==> config.mk <==
export PLATFORM = sky130hd
export DESIGN_NAME = sfsm_flash_fetch
export DESIGN_NICKNAME = d
export VERILOG_FILES = /design/src/rtl/sfsm_flash_fetch.sv
export SDC_FILE = /design/constraint.sdc
export NUM_CORES = 1
export LEC_CHECK = 0
export CORE_ASPECT_RATIO = 1.25
export CORE_MARGIN = 10
export CORE_UTILIZATION = 45
export CTS_BUF_LIST = sky130_fd_sc_hd__clkbuf_8
export DETAILED_ROUTE_END_ITERATION = 10
export HOLD_SLACK_MARGIN = 0.15
export PLACE_DENSITY = 0.65
export RECOVER_POWER = 50
export SETUP_SLACK_MARGIN = 0.4
export SLEW_MARGIN = 20
export SYNTH_ARGS = -nofsm -noshare
export SYNTH_HDL_FRONTEND = slang
export SYNTH_SLANG_ARGS = --single-unit
==> constraint.sdc <==
create_clock -name clk -period 1.9 [get_ports clk]
set_input_delay 0.475 -clock clk [delete_from_list [all_inputs] [get_ports clk]]
set_output_delay 0.475 -clock clk [all_outputs]
set_load 0.02 [all_outputs]
==> src/rtl/sfsm_flash_fetch.sv <==
// rtl/sfsm_flash_fetch.sv - single-byte SPI READ fetch of an sfsm state-table entry
// Drives cs/sck/dout for {CMD, BASE, addr} and returns one received byte with a valid strobe.
module sfsm_flash_fetch #(
    parameter logic [7:0]  CMD  = 8'h03,
    parameter logic [13:0] BASE = 14'h0000
) (
    input  logic       clk,
    input  logic       rst,
    input  logic       req,
    input  logic [9:0] addr,
    output logic       busy,
    output logic       valid,
    output logic [7:0] data,
    output logic       cs,
    output logic       sck,
    output logic       dout,
    input  logic       din
);

    typedef enum logic [2:0] {
        IDLE,
        SHIFT,
        READ,
        DONE,
        GAP
    } state_t;

    state_t      state_q, state_d;
    logic [31:0] sr_q, sr_d;
    logic [5:0]  cnt_q, cnt_d;
    logic        ph_q, ph_d;
    logic [7:0]  rx_q, rx_d;
    logic        cs_q, cs_d;
    logic        sck_q, sck_d;
    logic        dout_q, dout_d;
    logic        busy_q, busy_d;
    logic        valid_q, valid_d;
    logic [7:0]  data_q, data_d;

    always_comb begin
        state_d = state_q;
        sr_d    = sr_q;
        cnt_d   = cnt_q;
        ph_d    = ph_q;
        rx_d    = rx_q;
        cs_d    = cs_q;
        sck_d   = sck_q;
        dout_d  = dout_q;
        busy_d  = busy_q;
        valid_d = 1'b0;
        data_d  = data_q;

        unique case (state_q)
            IDLE: begin
                cs_d   = 1'b1;
                sck_d  = 1'b0;
                dout_d = 1'b0;
                busy_d = 1'b0;
                if (req) begin
                    sr_d    = {CMD, BASE, addr};
                    cnt_d   = 6'd0;
                    ph_d    = 1'b0;
                    cs_d    = 1'b0;
                    dout_d  = sr_d[31];
                    busy_d  = 1'b1;
                    state_d = SHIFT;
                end
            end
            SHIFT: begin
                if (!ph_q) begin
                    ph_d  = 1'b1;
                    sck_d = 1'b1;
                end else begin
                    // Falling sck edge: present the next bit; rotate keeps every bit observable.
                    ph_d  = 1'b0;
                    sck_d = 1'b0;
                    sr_d  = {sr_q[30:0], sr_q[31]};
                    cnt_d = cnt_q + 6'd1;
                    if (cnt_q == 6'd31) begin
                        dout_d  = 1'b0;
                        state_d = READ;
                    end else begin
                        dout_d = sr_d[31];
                    end
                end
            end
            READ: begin
                if (!ph_q) begin
                    ph_d  = 1'b1;
                    sck_d = 1'b1;
                end else begin
                    ph_d  = 1'b0;
                    sck_d = 1'b0;
                    rx_d  = {rx_q[6:0], din};
                    cnt_d = cnt_q + 6'd1;
                    if (cnt_q == 6'd39) begin
                        // Last bit lands in data on the same edge the strobe rises.
                        cs_d    = 1'b1;
                        valid_d = 1'b1;
                        data_d  = rx_d;
                        state_d = DONE;
                    end
                end
            end
            DONE: begin
                state_d = GAP;
            end
            GAP: begin
                busy_d  = 1'b0;
                state_d = IDLE;
            end
            default: begin
                state_d = IDLE;
            end
        endcase
    end

    always_ff @(posedge clk or negedge rst) begin
        if (!rst) begin
            state_q <= IDLE;
            sr_q    <= 32'h0;
            cnt_q   <= 6'd0;
            ph_q    <= 1'b0;
            rx_q    <= 8'h00;
            cs_q    <= 1'b1;
            sck_q   <= 1'b0;
            dout_q  <= 1'b0;
            busy_q  <= 1'b0;
            valid_q <= 1'b0;
            data_q  <= 8'h00;
        end else begin
            state_q <= state_d;
            sr_q    <= sr_d;
            cnt_q   <= cnt_d;
            ph_q    <= ph_d;
            rx_q    <= rx_d;
            cs_q    <= cs_d;
            sck_q   <= sck_d;
            dout_q  <= dout_d;
            busy_q  <= busy_d;
            valid_q <= valid_d;
            data_q  <= data_d;
        end
    end

    assign busy  = busy_q;
    assign valid = valid_q;
    assign data  = data_q;
    assign cs    = cs_q;
    assign sck   = sck_q;
    assign dout  = dout_q;

endmodule

==> flow_metrics.tcl <==
set metrics [dict create \
    clockRootBuffer "clkbuf_8" \
    start_util_pct 45.7 \
    clock_skew_ps 6.15 \
    rsz0062_at_grt "true" \
    cp.arrival_ps 1850 \
    final_nets 329 \
    crit_buf_inv 2 \
    drive_gt1_share_pct 28.3 \
    cpPeakStageDelay_ps 490 \
    ant_nets 0 \
    wl_per_cell_um 13.7 \
    drc_errors 0 \
    worstSetupPathType "flip-flop to flip-flop" \
    cts_buffers 9 \
    syn_area_um2 2780 \
    synthesis.nets 281 \
    slowest_stage "dfrtp_1" \
    n_fill_cell 539 \
    synth_flop_cell "dfrtp_1" \
    dieArea_um2 9750 \
    synth-edff-count 0 \
    crit_chain "buf_4 -> nand2b_4 -> nor3b_4 -> buf_6 -> mux2_2" \
    rows 32 \
    hp-class "flip-flop to flip-flop" \
    tightest_slew_ps 656 \
    synth_common_cells "dfrtp_1, nand2_1, nand3_1" \
    grt_max_degree 40 \
    async_flop_share_pct 100 \
    hold_ws_ps 469 \
    place_ws_ps -61.7 \
    grt_pass1_wl_um 9520 \
    portBuffers 26 \
    routed_via_density 5.01 \
    max_slew_margin_pct 56.3 \
    first_global_vias 2067 \
    syn-instance-count 266 \
    finalHoldViolCount 0 \
    grt_use_total_pct 11.9 \
    insertion_delay_ps 340 \
    cts_buffer_depth 2 \
    ys_top_cells_by_area "dfrtp_1, nand2_1, mux2_2, nand3_1, mux2i_1" \
    cts.sinks 62 \
    cts_tree "done" \
    firstDrtPassIters 4 \
    yosysUniqueCellTypes 46 \
    critPathLaunch "state_q[1]$_DFFE_PN0P_" \
    fmax_mhz 616 \
    syn2layout_area_growth_pct 28.9 \
    synth_most_common_cell "dfrtp_1" \
    postLayoutSetupSlackWorst_ps 278 \
    ys_warn_count 0 \
    cp.required_ps 2120 \
    ios 27 \
    power_density_nw_per_um2 669 \
    antenna_found_initial 0 \
    dp_hpwl_um 3540 \
    setup_viol 0 \
    via_count 2020 \
    antenna_cells 0 \
    vdd_ir_drop_max_uv 492 \
    finalWirelength_um 5540 \
    period_share_pct 85.4 \
    outcome "finished clean" \
    syn_area_per_cell_um2 10.5 \
    netlist.top_cell.by_area "dfrtp_1" \
    critPathLaunchType "flip-flop" \
    ys_seq_elements 62 \
    gp_congestion 0.739 \
    maxSlewViolCount 0 \
    crit_family "flip-flops" \
    overflow 0 \
    die_h_um 108 \
    htree_levels 3 \
    synthDominantCellAreaShare_pct 54.8 \
    core_area_um2 6090 \
    period_minus_slack_ps 1620 \
    seq_area_frac_synth_pct 55.8 \
    timing.rr.start "state_q[1]$_DFFE_PN0P_" \
    die_w_um 90.4 \
    drtIter0Drc 86 \
    end_kind "flip-flop" \
    p_leak_nw 1.84 \
    drv_cap 0 \
    cp_max_fo 7 \
    worstHoldStart "sr_q[17]$_DFFE_PN0P_" \
    path_clk_slew_ps 70 \
]
## flip-flops by register name (all words and copies together) (netlist names)
signal and cells:
busy 1, cnt_q 6, cs 1, data 8
dout 1, ph_q 1, rx_q 7, sck 1
sr_q 32, state_q 3, valid 1
## logic make-up (layout without fill, tap and decap cells)
| family | count (synthesis) | in the layout | synth area share, % |
|---|---|---|---|
| xor gates and xnor gates | 1 | 1 | 0.315 |
| and+or+nand+nor | 113 | 113 | 19.9 |
| adders and majority gates | 1 | 1 | 0.449 |
| muxes | 26 | 26 | 10.0 |
| buffers and inverters | 23 | 75 | 4.18 |
| AOI/OAI and AO/OA | 40 | 40 | 9.35 |
| DFF | 62 | 62 | 55.8 |
## worst register-to-register path: cells and delay by family (launching register included)
family | cells | cell delay (ps)
buffers and inverters | 2 | 370
DFF | 1 | 490
muxes | 1 | 330
and+or+nand+nor | 2 | 320
## path summary, 6_finish.rpt
path / to / slack [ps] / depth (start not counted)
max: rx_q[3]$_DFFE_PN0P_ / 280 / 5
min: sr_q[17]$_DFFE_PN0P_ / 470 / 2
max reg2reg: rx_q[3]$_DFFE_PN0P_ / 280 / 5
min reg2reg: sr_q[17]$_DFFE_PN0P_ / 470 / 2
max in group asynchronous: cnt_q[4]$_DFFE_PN0P_ / 340 / 3
min in group asynchronous: busy$_DFFE_PN0P_ / 590 / 2
## where the power goes
part / leakage (nW) / switching, mW / total (mW) / internal, mW
Combinational: 0.964 / 0.0417 / 0.0791 / 0.0374
Sequential: 0.787 / 0.00821 / 1.34 / 1.33
Clock: 0.0931 / 0.490 / 0.981 / 0.491
Total: 1.84 / 0.540 / 2.40 / 1.86
## layout by cell type, fill, tap and decap left out, types with 4 or more instances in the layout
| master | instances |
|---|---|
| inv_1 | 6 |
| or2_4 | 4 |
| clkdlybuf4s15_2 | 6 |
| mux2i_1 | 10 |
| clkdlybuf4s50_1 | 11 |
| buf_6 | 4 |
| a21o_1 | 4 |
| o21ai_0 | 14 |
| nor2_1 | 7 |
| o21ai_1 | 4 |
| clkbuf_8 | 10 |
| nand3_1 | 26 |
| buf_4 | 18 |
| mux2_2 | 15 |
| dfrtp_1 | 59 |
| nand2_1 | 52 |
## layout make-up
type / instances / area [um2] / share of cell area [%]
inverter: 5 / 18.8 / 0.523
clock inverter: 5 / 27.5 / 0.767
clock buffer: 10 / 138 / 3.83
tap: 85 / 106 / 2.96
sequential: 62 / 1560 / 43.3
timing repair buffer: 55 / 544 / 15.2
multi-input combinational: 181 / 1200 / 33.4
## repair_timing
action,4_1_cts,5_1_grt
gates resized for setup,48,24
hold endpoints to repair,14,0
endpoints found under the setup margin,67,62
hold buffers,1,0
pin swaps,5,5
gates cloned,1,1
setup buffers,9,5
## per-stage QoR
| stage | area (um2) | power [mW] | TNS [ps] | util (%) | instances |
|---|---|---|---|---|---|
| 2_1_floorplan | 2800 | 1.38 | 0 | - | 266 |
| 3_5_place_dp | 3200 | 1.45 | -362 | 52.5 | 371 |
| 4_1_cts | 3500 | 2.44 | 0 | 57.5 | 397 |
| 5_1_grt | 3590 | 2.51 | 0 | 59.0 | 403 |
| 6_report | 3590 | 2.40 | 0 | 59.0 | 403 |
| 3_3_place_gp | 3200 | 1.45 | -24.2 | 52.5 | 371 |
## metal layers
layer | up-vias | share of wire [%] | track usage [%]
li1 | 1011 | - | -
met1 | 963 | 45 | 13.6
met2 | 35 | 50 | 19.9
met5 | - | 0 | 0
met4 | 0 | 2.4 | 7.52
met3 | 11 | 3.5 | 2.91
Note: power is estimated with default switching activity, not from simulation.
